### src/rtl/clg_serial_sub_if.sv
// Request/result handshake bundle for clg_serial_sub.
// The ovf signal exists only when CLG_SUB_OVF_EN is defined.
interface clg_serial_sub_if #(
    parameter int unsigned WIDTH = 16
) ();
    logic             start_valid;
    logic             start_ready;
    logic [WIDTH-1:0] a;
    logic [WIDTH-1:0] b;
    logic             borrow_in;
    logic             res_valid;
    logic             res_ready;
    logic [WIDTH-1:0] diff;
    logic             borrow_out;
`ifdef CLG_SUB_OVF_EN
    logic             ovf;
`endif

    modport master (
        output start_valid, a, b, borrow_in, res_ready,
        input  start_ready, res_valid, diff, borrow_out
`ifdef CLG_SUB_OVF_EN
        , input ovf
`endif
    );

    modport slave (
        input  start_valid, a, b, borrow_in, res_ready,
        output start_ready, res_valid, diff, borrow_out
`ifdef CLG_SUB_OVF_EN
        , output ovf
`endif
    );
endinterface

### src/rtl/clg_serial_sub.sv
// Nibble-serial a - b - borrow_in using one 4-bit carry-lookahead group per cycle.
// Optional signed-overflow flag enabled by defining CLG_SUB_OVF_EN.
module clg_serial_sub #(
    parameter int unsigned WIDTH = 16
) (
    input  logic            clk,
    input  logic            rst_n,
    clg_serial_sub_if.slave io_bus
);
    localparam int unsigned N  = WIDTH / 4;
    localparam int unsigned KW = (N > 1) ? $clog2(N) : 1;

    typedef enum logic [1:0] {S_IDLE, S_RUN, S_DONE} state_t;

    state_t           r_state;
    state_t           w_nxt_state;
    logic             w_accept;
    logic             w_last;

    logic [WIDTH-1:0] r_a;
    logic [WIDTH-1:0] r_nb;
    logic [WIDTH-1:0] r_diff;
    logic [KW-1:0]    r_k;
    logic             r_carry;
    logic             r_borrow_out;
    logic             r_start_ready;
    logic             r_res_valid;
`ifdef CLG_SUB_OVF_EN
    logic             r_ovf;
`endif

    logic [3:0]       w_a_nib;
    logic [3:0]       w_nb_nib;
    logic [3:0]       w_g;
    logic [3:0]       w_p;
    logic [4:0]       w_c;
    logic [3:0]       w_sum;

    // Select the active nibble of the latched operands.
    always_comb begin
        w_a_nib  = '0;
        w_nb_nib = '0;
        for (int n = 0; n < int'(N); n++) begin
            if (r_k == KW'(n)) begin
                w_a_nib  = r_a[n*4 +: 4];
                w_nb_nib = r_nb[n*4 +: 4];
            end
        end
    end

    // Flat two-level lookahead; no ripple between bit positions.
    always_comb begin
        w_g    = w_a_nib & w_nb_nib;
        w_p    = w_a_nib ^ w_nb_nib;
        w_c[0] = r_carry;
        w_c[1] = w_g[0] | (w_p[0] & r_carry);
        w_c[2] = w_g[1] | (w_p[1] & w_g[0]) | (w_p[1] & w_p[0] & r_carry);
        w_c[3] = w_g[2] | (w_p[2] & w_g[1]) | (w_p[2] & w_p[1] & w_g[0])
               | (w_p[2] & w_p[1] & w_p[0] & r_carry);
        w_c[4] = w_g[3] | (w_p[3] & w_g[2]) | (w_p[3] & w_p[2] & w_g[1])
               | (w_p[3] & w_p[2] & w_p[1] & w_g[0])
               | (w_p[3] & w_p[2] & w_p[1] & w_p[0] & r_carry);
        w_sum  = w_p ^ w_c[3:0];
    end

    assign w_last = (r_k == KW'(N - 1));

    always_ff @(posedge clk or negedge rst_n) begin
        if (!rst_n) begin
            r_state <= S_IDLE;
        end else begin
            r_state <= w_nxt_state;
        end
    end

    always_comb begin
        w_nxt_state = r_state;
        w_accept    = 1'b0;
        case (r_state)
            S_IDLE: begin
                if (io_bus.start_valid) begin
                    w_accept    = 1'b1;
                    w_nxt_state = S_RUN;
                end
            end
            S_RUN: begin
                if (w_last) begin
                    w_nxt_state = S_DONE;
                end
            end
            S_DONE: begin
                if (io_bus.res_ready) begin
                    w_nxt_state = S_IDLE;
                end
            end
            default: w_nxt_state = S_IDLE;
        endcase
    end

    // Handshake flags are registered copies of the next-state decode.
    always_ff @(posedge clk or negedge rst_n) begin
        if (!rst_n) begin
            r_start_ready <= 1'b1;
            r_res_valid   <= 1'b0;
        end else begin
            r_start_ready <= (w_nxt_state == S_IDLE);
            r_res_valid   <= (w_nxt_state == S_DONE);
        end
    end

    always_ff @(posedge clk or negedge rst_n) begin
        if (!rst_n) begin
            r_a          <= '0;
            r_nb         <= '0;
            r_diff       <= '0;
            r_k          <= '0;
            r_carry      <= 1'b0;
            r_borrow_out <= 1'b0;
`ifdef CLG_SUB_OVF_EN
            r_ovf        <= 1'b0;
`endif
        end else if (w_accept) begin
            r_a     <= io_bus.a;
            r_nb    <= ~io_bus.b;
            r_carry <= ~io_bus.borrow_in;
            r_k     <= '0;
        end else if (r_state == S_RUN) begin
            r_carry <= w_c[4];
            for (int n = 0; n < int'(N); n++) begin
                if (r_k == KW'(n)) begin
                    r_diff[n*4 +: 4] <= w_sum;
                end
            end
            if (w_last) begin
                r_borrow_out <= ~w_c[4];
`ifdef CLG_SUB_OVF_EN
                // a and b differ in sign when a matches the inverted b.
                r_ovf <= (r_a[WIDTH-1] == r_nb[WIDTH-1]) & (w_sum[3] != r_a[WIDTH-1]);
`endif
            end else begin
                r_k <= r_k + KW'(1);
            end
        end
    end

    assign io_bus.start_ready = r_start_ready;
    assign io_bus.res_valid   = r_res_valid;
    assign io_bus.diff        = r_diff;
    assign io_bus.borrow_out  = r_borrow_out;
`ifdef CLG_SUB_OVF_EN
    assign io_bus.ovf         = r_ovf;
`endif
endmodule
### src/flat_wrapper.sv
// flat-port wrapper written by rule: the top's interface ports become plain ports
module clg_serial_sub_flat 
#(
    parameter int unsigned WIDTH = 16
)
  (clk, rst_n, io_bus_start_valid, io_bus_a, io_bus_b, io_bus_borrow_in, io_bus_res_ready, io_bus_start_ready, io_bus_res_valid, io_bus_diff, io_bus_borrow_out);
  clg_serial_sub_if #(.WIDTH(WIDTH)) io_bus_i ();
  input  logic clk;
  input  logic rst_n;
  input wire logic [$bits(io_bus_i.start_valid)-1:0] io_bus_start_valid;
  input wire logic [$bits(io_bus_i.a)-1:0] io_bus_a;
  input wire logic [$bits(io_bus_i.b)-1:0] io_bus_b;
  input wire logic [$bits(io_bus_i.borrow_in)-1:0] io_bus_borrow_in;
  input wire logic [$bits(io_bus_i.res_ready)-1:0] io_bus_res_ready;
  output wire logic [$bits(io_bus_i.start_ready)-1:0] io_bus_start_ready;
  output wire logic [$bits(io_bus_i.res_valid)-1:0] io_bus_res_valid;
  output wire logic [$bits(io_bus_i.diff)-1:0] io_bus_diff;
  output wire logic [$bits(io_bus_i.borrow_out)-1:0] io_bus_borrow_out;
  assign io_bus_i.start_valid = io_bus_start_valid;
  assign io_bus_i.a = io_bus_a;
  assign io_bus_i.b = io_bus_b;
  assign io_bus_i.borrow_in = io_bus_borrow_in;
  assign io_bus_i.res_ready = io_bus_res_ready;
  assign io_bus_start_ready = io_bus_i.start_ready;
  assign io_bus_res_valid = io_bus_i.res_valid;
  assign io_bus_diff = io_bus_i.diff;
  assign io_bus_borrow_out = io_bus_i.borrow_out;
  clg_serial_sub #(.WIDTH(WIDTH)) u_core (.clk(clk), .rst_n(rst_n), .io_bus(io_bus_i));
endmodule
### config.mk
export PLATFORM = sky130hd
export DESIGN_NAME = clg_serial_sub_flat
export DESIGN_NICKNAME = d
export VERILOG_FILES = /design/src/rtl/clg_serial_sub_if.sv /design/src/rtl/clg_serial_sub.sv /design/src/flat_wrapper.sv
export SDC_FILE = /design/constraint.sdc
export NUM_CORES = 1
export LEC_CHECK = 0
export ABC_AREA = 1
export BUFFER_PORTS_ARGS = -buffer_cell sky130_fd_sc_hd__buf_2
export CORE_UTILIZATION = 58
export CTS_CLUSTER_DIAMETER = 60
export DETAILED_ROUTE_END_ITERATION = 10
export PLACE_DENSITY = 0.85
export SLEW_MARGIN = 5
export SYNTH_ARGS = -nofsm -noshare
export SYNTH_HDL_FRONTEND = slang
export SYNTH_SLANG_ARGS = --single-unit
export TNS_END_PERCENT = 30
### constraint.sdc
create_clock -name clk -period 6.2 [get_ports clk]
set_input_delay 0 -clock clk [delete_from_list [all_inputs] [get_ports clk]]
set_output_delay 0 -clock clk [all_outputs]
set_load 0.01 [all_outputs]
==> metrics.md <==
| Metric | Value |
|---|---|
| Status | completed |
| H-tree depth | 2 |
| Slowest stage delay, CP | 0.42 ns |
| Setup-failing EPs final | 0 |
| CP endpoint kind | flop |
| RSZ-0062 raised after global routing | no |
| Fill count | 307 |
| P&R area growth vs syn | 28.5% |
| Area of the multi-input gates | 1100 sq um |
| Final GP Congestion | 0.839 |
| Antenna violations before repair | 0 |
| Crit path max fanout | 12 |
| Setup TNS | 0 ns |
| Pwr/cell area | roughly 560 nW/um^2 |
| Rows | 24 |
| Crit path max-delay cell type | dfrtp_1 |
| Final Skew | 0.00764 ns |
| Worst-path clk slew | 0.10 ns |
| Largest net degree at the start of global routing | 57 |
| Critical path arrival | 2.84 ns |
| Reg area | around 1400 sq um |
| Highest Clock Rate | 380 MHz |
| DP Area | 2930 sq um |
| Mapped Avg Cell Area | 8.45 sq um |
| Die Ht | 69.4 um |
| Static Leak | 1.80 nW |
| Syn Std Cell Area | 2640 sq um |
| CTS buffer count | 5 |
| Synth Register Bits | 56 |
| Count of input and output buffers | 55 |
| Cell variety after synth | 22 |
| Initial drt markers | 238 |
| Vias | 2395 |
| Commonest non-fill, non-tap cell in the layout | nand2_1 |
| GRT Overall Usage | 28.2% |
| Net count, final | 446 |
| Critical path launch point type | flop |
| Drt pass-1 iters | 4 |
| WP data required | 6.41 ns |
| Chip width | 69.4 um |
| Fin crit period | 2.63 ns |
| CP most frequent cell | nand2_1 |
| TritonCTS clock tree | done |
| Tcrit/Tclk final | 42.5% |
| First-pass GRT wire length | 10700 um |
| Vias in the first global route | 2387 |
| Worst VDD drop | 264 uV |
| CP Class | flop to flop |
| CTS sink count | 56 |
| Worst slew margin | 41.0% |
| Post-Syn Instances | 312 |
| Via density | 5.29 |
| Drt drc | 0 |
| Die area | 4820 sq um |
| Final wirelength | between 6000 and 7000 um |
| Most frequent cells in the layout | 126 x nand2_1, 55 x buf_2, 55 x dfrtp_1 |
| Ports | 56 |
| Ant diodes | 0 |
| Routed len/inst | 13.9 um |
| Fin area | 3390 sq um |
| Initial core utilization | 60.5% |
| CTS root buf | clkbuf_8 |
| Fin. Hold Viols | 0 |
| Worst slew pin tran | 0.882 ns |
| Dpl hpwl | 3990 um |
| Maxcap violations | 0 |
| Crit-path cells | inv_1 > ha_1 > inv_1 > nand3_1 > nand2_1 > o21ai_0 > a21oi_1 > ha_1 > nand2_1 > nand2_1 > nor2_1 > nand3_1 > nand3_1 > nand2_1 |
| Post-synthesis sequential area ratio | ~53% |
| Min-delay worst type | input port to asynchronous set/reset pin |
| Core footprint | 4350 sq um |
| Slew Limit Fails | 0 |
| Share of cells above drive strength 1 | 20.9% |
| Final antenna-violating net count | 0 |
| Yosys warning count | 0 |
| Grt total ovfl | 0 |
| Worst skew pair latency | around 0.31 ns |
| Mapped Nets | about 360 |
| Max Root-Sink Buffers | 2 |
## cell type report
| type | count | share of cell area (%) |
|---|---|---|
| clock inverters | 3 | 1.26 |
| repair buffers | 91 | 18.7 |
| well taps | 52 | 1.92 |
| flip-flops and latches | 56 | 41.4 |
| inverters | 19 | 2.25 |
| multi-input cells | 227 | 32.4 |
| clock buffers | 5 | 2.03 |
## stage by stage
step | hold slack (ns) | std cells | util [%] | power (mW) | setup WS [ns]
2_1_floorplan | -0.296 | 312 | - | 1.36 | 4.15
3_3_place_gp | 0.163 | 410 | 67.2 | 1.58 | 3.73
3_5_place_dp | 0.171 | 410 | 67.2 | 1.63 | 3.62
4_1_cts | 0.367 | 453 | 77.8 | 1.89 | 3.58
5_1_grt | 0.403 | 453 | 77.8 | 2.07 | 3.37
6_report | 0.347 | 453 | 77.8 | 1.91 | 3.57
## flip-flops by register name, indices dropped and copies added (netlist names)
| name | flops |
|---|---|
| u_core.io_bus.borrow_out | 1 |
| u_core.r_nb | 16 |
| u_core.r_state | 2 |
| u_core.r_k | 2 |
| u_core.r_carry | 1 |
| u_core.r_a | 16 |
| u_core.io_bus.res_valid | 1 |
| u_core.io_bus.start_ready | 1 |
| u_core.io_bus.diff | 16 |
## kinds of logic (layout without fill, tap and decap cells)
logic type | after synthesis | in the layout | synth area share [%]
buffers and inverters | 29 | 118 | 5.13
AND/OR/NAND/NOR | 167 | 167 | 26.7
AO/OA/AOI/OAI | 50 | 50 | 10.1
XOR/XNOR | 1 | 1 | 0.332
adder cells (fa/ha/maj) | 9 | 9 | 4.56
flip-flops | 56 | 56 | 53.2
## report_power, final
part / internal [mW] / switching [mW]
Sequential: 0.543 / 0.111
Clock: 0.120 / 0.116
Combinational: 0.348 / 0.668
Total: 1.01 / 0.895
## synthesized netlist by cell type
cell	n	area (sq um)
buf_4	1	7.51
inv_2	6	22.5
o21ai_0	29	145
buf_2	8	40.0
dfstp_2	1	26.3
nor2_8	1	20.0
a21oi_1	17	85.1
nor2_1	11	41.3
nand4_1	2	12.5
dfrtp_1	55	1380
inv_1	11	41.3
o21ai_2	4	35.0
buf_6	1	11.3
xor2_1	1	8.76
nor2_4	3	33.8
nor2_2	1	6.26
nand2_1	126	473
fa_1	1	20.0
inv_4	2	12.5
ha_1	8	100
nand3_1	21	105
nand2_2	2	12.5
## critical path, delay by kind of cell (launching register included)
family,cells,cell delay (ns)
buf+inv,2,0.34
flops,1,0.42
fa+ha+maj,2,0.78
compound gates,2,0.17
simple gates,8,0.83
## final timing paths
kind | from | end | slack, ns | cells after the start
max | u_core.r_k[1] | u_core.io_bus.diff[11] | 3.57 | 14
min | rst_n | u_core.r_a[13] | 0.35 | 3
max reg2reg | u_core.r_k[1] | u_core.io_bus.diff[11] | 3.57 | 14
min reg2reg | u_core.io_bus.diff[3] | u_core.io_bus.diff[3] | 0.48 | 2
max in group asynchronous | rst_n | u_core.io_bus.diff[11] | 5.39 | 3
min in group clk | io_bus_b[13] | u_core.r_nb[13] | 0.40 | 3
## per-layer routing
| layer | GRT usage (%) | vias up | part of all wire, % |
|---|---|---|---|
| li1 | - | 1169 | - |
| met1 | 35.5 | 1120 | 42 |
| met2 | 47.4 | 88 | 50 |
| met3 | 5.67 | 18 | 5.5 |
| met4 | 12.0 | 0 | 2.6 |
| met5 | 0 | - | 0 |
## repair_timing
item	CTS	global route
gates resized for setup	0	0
setup buffers	0	0
endpoints found under the hold margin	91	0
hold buffers	35	0
No activity file was read; power rests on OpenSTA's default activity.
